**src/rtl/bmp180_pkg.sv**
```systemverilog
// Shared types and constants for the BMP180 conversion-wait sequencer.
package bmp180_pkg;

  typedef enum logic [1:0] {
    S_IDLE = 2'd0,
    S_CLR  = 2'd1,
    S_WAIT = 2'd2,
    S_DONE = 2'd3
  } state_t;

  localparam logic [7:0] CTRL_MEAS_ADDR = 8'hF4;
  localparam logic [7:0] CMD_TEMP       = 8'h2E;
  localparam logic [7:0] CMD_PRESS      = 8'h34;

  // Maximum conversion times from the BMP180 datasheet, in seconds.
  localparam real T_CONV_TEMP_S = 0.0045;
  localparam real T_CONV_OSS0_S = 0.0045;
  localparam real T_CONV_OSS1_S = 0.0075;
  localparam real T_CONV_OSS2_S = 0.0135;
  localparam real T_CONV_OSS3_S = 0.0255;

endpackage

```
**src/rtl/bmp180_conv_lut.sv**
```systemverilog
// Maps {mode, OSS} to the conversion threshold in clocks and the 0xF4 control byte.
module bmp180_conv_lut
  import bmp180_pkg::*;
#(
  parameter int unsigned N_TEMP        = 225_000,
  parameter int unsigned N_OSS0        = 225_000,
  parameter int unsigned N_OSS1        = 375_000,
  parameter int unsigned N_OSS2        = 675_000,
  parameter int unsigned N_OSS3        = 1_275_000,
  parameter int unsigned CNT_MSR_MX_SZ = 21
) (
  input  logic                     i_mode,
  input  logic [1:0]               i_oss,
  output logic [CNT_MSR_MX_SZ-1:0] o_thr,
  output logic [7:0]               o_ctrl
);

  always_comb begin
    o_thr  = CNT_MSR_MX_SZ'(N_TEMP);
    o_ctrl = CMD_TEMP;
    if (i_mode) begin
      // OSS occupies bits [7:6] of the pressure command.
      o_ctrl = {i_oss, CMD_PRESS[5:0]};
      unique case (i_oss)
        2'd0: o_thr = CNT_MSR_MX_SZ'(N_OSS0);
        2'd1: o_thr = CNT_MSR_MX_SZ'(N_OSS1);
        2'd2: o_thr = CNT_MSR_MX_SZ'(N_OSS2);
        2'd3: o_thr = CNT_MSR_MX_SZ'(N_OSS3);
      endcase
    end
  end

endmodule

```
**src/rtl/bmp180_conv_timer.sv**
```systemverilog
// BMP180 conversion-wait sequencer: latches the mode, drives the shared timer,
// and pulses O_DONE once the selected conversion time has elapsed.
module bmp180_conv_timer
  import bmp180_pkg::*;
#(
  parameter int unsigned FPGA_CLK      = 50_000_000,
  parameter int unsigned N_TEMP        = 225_000,
  parameter int unsigned N_OSS0        = 225_000,
  parameter int unsigned N_OSS1        = 375_000,
  parameter int unsigned N_OSS2        = 675_000,
  parameter int unsigned N_OSS3        = 1_275_000,
  parameter int unsigned CNT_MSR_MX_SZ = 21
) (
  input  logic                     CLK,
  input  logic                     RST_n,
  input  logic                     I_START,
  input  logic                     I_MODE,
  input  logic [1:0]               I_OSS,
  input  logic                     I_ABORT,
  input  logic [CNT_MSR_MX_SZ-1:0] I_CNT,
  output logic                     O_CNT_EN,
  output logic                     O_CNT_RST,
  output logic                     O_BUSY,
  output logic                     O_DONE,
  output logic [7:0]               O_CTRL_BYTE
);

  if (FPGA_CLK == 0) begin : g_bad_clk
    $error("FPGA_CLK must be non-zero");
  end
  if ((64'd1 << CNT_MSR_MX_SZ) <= 64'(N_OSS3)) begin : g_cnt_too_narrow
    $error("CNT_MSR_MX_SZ too narrow for N_OSS3");
  end

  state_t                   r_state, w_next;
  logic [CNT_MSR_MX_SZ-1:0] r_thr;
  logic [7:0]               r_ctrl;
  logic [CNT_MSR_MX_SZ-1:0] w_thr;
  logic [7:0]               w_ctrl;
  logic                     w_accept;
  logic                     w_elapsed;

  bmp180_conv_lut #(
    .N_TEMP       (N_TEMP),
    .N_OSS0       (N_OSS0),
    .N_OSS1       (N_OSS1),
    .N_OSS2       (N_OSS2),
    .N_OSS3       (N_OSS3),
    .CNT_MSR_MX_SZ(CNT_MSR_MX_SZ)
  ) u_lut (
    .i_mode(I_MODE),
    .i_oss (I_OSS),
    .o_thr (w_thr),
    .o_ctrl(w_ctrl)
  );

  assign w_accept  = (r_state == S_IDLE) && I_START && !I_ABORT;
  // I_CNT lags the increments by one cycle, hence THR-1.
  assign w_elapsed = I_CNT >= (r_thr - CNT_MSR_MX_SZ'(1));

  always_ff @(posedge CLK) begin
    if (!RST_n) begin
      r_state <= S_IDLE;
      r_thr   <= '0;
      r_ctrl  <= '0;
    end else begin
      r_state <= w_next;
      if (w_accept) begin
        r_thr  <= w_thr;
        r_ctrl <= w_ctrl;
      end
    end
  end

  always_comb begin
    w_next    = r_state;
    O_CNT_EN  = 1'b0;
    O_CNT_RST = 1'b1;
    O_BUSY    = 1'b0;
    O_DONE    = 1'b0;
    unique case (r_state)
      S_IDLE: begin
        if (w_accept) w_next = S_CLR;
      end
      S_CLR: begin
        O_BUSY = 1'b1;
        w_next = I_ABORT ? S_IDLE : S_WAIT;
      end
      S_WAIT: begin
        O_CNT_EN  = 1'b1;
        O_CNT_RST = 1'b0;
        O_BUSY    = 1'b1;
        if (I_ABORT)        w_next = S_IDLE;
        else if (w_elapsed) w_next = S_DONE;
      end
      S_DONE: begin
        O_BUSY = 1'b1;
        O_DONE = 1'b1;
        w_next = S_IDLE;
      end
    endcase
  end

  assign O_CTRL_BYTE = r_ctrl;

endmodule

```
**config.mk**
```make
export PLATFORM = sky130hd
export DESIGN_NAME = bmp180_conv_timer
export DESIGN_NICKNAME = d
export VERILOG_FILES = /design/src/rtl/bmp180_pkg.sv /design/src/rtl/bmp180_conv_lut.sv /design/src/rtl/bmp180_conv_timer.sv
export SDC_FILE = /design/constraint.sdc
export NUM_CORES = 1
export LEC_CHECK = 0
export CAP_MARGIN = 10
export CORE_MARGIN = 2
export CORE_UTILIZATION = 35
export CTS_CLUSTER_SIZE = 40
export DETAILED_ROUTE_END_ITERATION = 16
export GPL_TIMING_DRIVEN = 0
export SLEW_MARGIN = 20
export SYNTH_ARGS = -nofsm -noshare
export SYNTH_HDL_FRONTEND = slang
export SYNTH_SLANG_ARGS = --single-unit
```
**constraint.sdc**
```tcl
create_clock -name CLK -period 6 [get_ports CLK]
set_input_delay 1.2 -clock CLK [delete_from_list [all_inputs] [get_ports CLK]]
set_output_delay 1.2 -clock CLK [all_outputs]
set_load 0.01 [all_outputs]
```
==> metrics.txt <==
TritonCTS clock tree yes; total placed cells including tap cells 232; Syn Nets 195; relative max-transition margin 0.641; worst skew pair latency 0.29 ns; crit path DAT 3.41 ns; initial DRC count 24; Area Overhead vs Synth 37.4%; Resize count post-CTS 0; hold bufs inserted after CTS 0; max cap viols 0; fin crit share 0.530; simple logic cell fraction of the synthesized area 0.252; Worst Path Max Fanout 9; Synth Area in Adders 0.193; Worst R2R End r_state[0]; IO Port Bufs 38; largest cells by area after synthesis dfxtp_1, ha_1, nor2_1; routability congestion estimate 0.744; distinct cell type count after synthesis 41; Worst VDD drop 0.126 mV; post-synthesis xor/xnor area fraction 0.0427; setup TNS 0 ns; Synth Instances 148; non-filler cells, final 235; Tightest Hold Check Type reg -> reg; Place WS 2.74 ns; number of global-route vias before repair 1049; path depth of the worst reg2reg path 12; Avg Cell Area, Syn 8.31 µm²; GRT Overall Usage 0.146; fin util 0.503; Synth Flop Type dfxtp_1; vias 1182; crit path to r_state[0]; Post-CTS Setup Repair Bufs 0; largest family of logic cells by synthesized area simple AND/OR/NAND/NOR gates; pin slew with the least headroom to its limit 0.536 ns; Inserted Diodes 0; die height 63.3 µm; RSZ-0062 raised after global routing no; Compound-Gate Fraction of Synth Area 0.196; Max Clock Freq 0.314 GHz; layout cell share with drive strength beyond 1 0.0582; Worst setup SP type register; DP HPWL 2420 µm; final setup vio count 0; post-synthesis cell area 0.00123 mm²; fillers 347; global-route wire length before repair 4710 µm; Initial Util 0.366; root buf cell clkbuf_4; Total Power 296 µW; status complete, no violations; WP data required 6.23 ns; fin crit period 3.18 ns; largest net degree at the start of global routing 11; Yosys top cell area share 0.260; reg2reg start r_thr[16]; clock slew at reported path FFs 0.09 ns; CP Capture Type register; Async SR Flop Fraction 0; max-slew violation count 0; Yosys warnings 0; Yosys reg bits 16; clock skew 0.00472 ns; CTS sink cnt 16; routed vias/inst 5.03; DR DRC count 0; antenna viol nets, final 0; routed length per instance 12.1 µm; Setup CP Type reg -> reg; Chip Width 63.3 µm; post-synthesis mux area share 0; Max Root-Sink Buffers 2; Reg2Reg Setup Slack 2.82 ns; GRT overflow 0; nets 238; number of synthesized flops with an enable pin 0; Critical path origin r_thr[16]; row count 21; Initial DRT Pass Iterations 4; core area 0.00336 mm²; PwrDens 175 mW/mm²; top cell type by total area after synthesis dfxtp_1; Die ar. 0.00400 mm²; initial antenna violation count 0; Final Hold Viols 0; CTS buffer count 3; sequential fraction of the synthesis area 0.260; Lkg Pwr 0.000691 µW; H-tree depth 1; Top-Level Pins 40; Routed WL 2840 µm; Setup WS post-layout 2.82 ns
==> state kept, by name, indices dropped and copies added, names as in the netlist <==
signal and cells:
r_state 2, O_CTRL_BYTE 4, r_thr 10
==> layout make-up <==
| cell class | count | area [µm²] | share of cell area |
|---|---|---|---|
| multi-input combinational | 119 | 846 | 0.500 |
| timing repair buffer | 38 | 380 | 0.225 |
| sequential | 16 | 320 | 0.189 |
| tap | 46 | 57.6 | 0.0340 |
| buffer | 8 | 45.0 | 0.0266 |
| clock buffer | 3 | 22.5 | 0.0133 |
| inverter | 5 | 18.8 | 0.0111 |
==> how the worst min path moves through the flow <==
| stage | from | end | slack [ns] | depth (start not counted) |
|---|---|---|---|---|
| 2_1_floorplan | r_thr[19] | r_thr[19] | 0.46 | 2 |
| 3_3_place_gp | O_CTRL_BYTE[7] | O_CTRL_BYTE[7] | 0.46 | 2 |
| 3_5_place_dp | O_CTRL_BYTE[7] | O_CTRL_BYTE[7] | 0.46 | 2 |
| 4_1_cts | O_CTRL_BYTE[7] | O_CTRL_BYTE[7] | 0.48 | 2 |
| 5_1_grt | O_CTRL_BYTE[7] | O_CTRL_BYTE[7] | 0.52 | 2 |
| 6_report | O_CTRL_BYTE[6] | O_CTRL_BYTE[6] | 0.47 | 2 |
==> layer usage <==
layer / GRT usage / wire, µm / vias up
met4: 0.0408 / 30 / 0
met5: 0 / 0 / -
met2: 0.227 / 1260 / 33
met3: 0.0375 / 164 / 5
li1: - / - / 615
met1: 0.201 / 1390 / 529
==> Yosys cell counts, drive strengths merged (2+ instances only) <==
library cell and n:
nor3b 2, a211oi 2, nand2 9, nand2b 2, a31oi 3, a21oi 10, o211a 2, o21ai 5
a21boi 7, inv 5, nand3 3, nor2 17, dfxtp 16, nand4 2, buf 4, clkbuf 4
and2 4, and4 2, nand3b 2, nor3 5, xnor2 6, nor2b 3, ha 19
==> power breakdown <==
group / switching, µW / leakage (µW) / internal, µW
combinational: 59.4 / 0.000547 / 65.2
clock: 32.8 / 0.0000138 / 23.3
sequential: 4.34 / 0.000131 / 111
==> critical path, stage by stage (launching register included) <==
cell,delay [ns]
dfxtp_1,0.30
clkbuf_1,0.21
nor2_1,0.24
nand3_1,0.14
nor3_2,0.26
nor3b_1,0.29
xnor2_1,0.11
ha_1,0.31
and4_1,0.22
nand4_1,0.16
or4b_1,0.54
o311ai_1,0.11
o221a_1,0.23
==> placed cells by master (no fill, tap or decap), types with 2 or more instances in the layout <==
| master | count |
|---|---|
| nor2b_1 | 3 |
| a21boi_0 | 5 |
| clkbuf_1 | 4 |
| nand2b_1 | 2 |
| nor2_1 | 17 |
| and2_1 | 3 |
| a21boi_1 | 2 |
| o211a_1 | 2 |
| nor3_1 | 4 |
| clkbuf_4 | 3 |
| dfxtp_1 | 16 |
| nand3_1 | 3 |
| a21oi_1 | 10 |
| clkdlybuf4s50_1 | 38 |
| buf_4 | 4 |
| xnor2_1 | 6 |
| nand3b_1 | 2 |
| nand4_1 | 2 |
| o21ai_0 | 5 |
| nand2_1 | 9 |
| a211oi_1 | 2 |
| a31oi_1 | 3 |
| and4_1 | 2 |
| inv_1 | 5 |
| ha_1 | 19 |
==> kinds of logic (layout without fill, tap and decap cells) <==
family / count (synthesis) / count (layout)
flip-flops: 16 / 16
adder cells (fa/ha/maj): 19 / 19
XOR/XNOR: 6 / 6
AO/OA/AOI/OAI: 36 / 36
AND/OR/NAND/NOR: 57 / 57
other: 1 / 1
buffers and inverters: 13 / 54
==> stage by stage <==
| stage | hold slack, ns | cell area, µm² |
|---|---|---|
| after floorplan | 0.461 | 1230 |
| after global placement | 0.456 | 1670 |
| after detailed placement | 0.460 | 1670 |
| after CTS | 0.477 | 1690 |
| after global routing | 0.523 | 1690 |
| final | 0.472 | 1690 |
No activity file was read; power rests on OpenSTA's default activity.
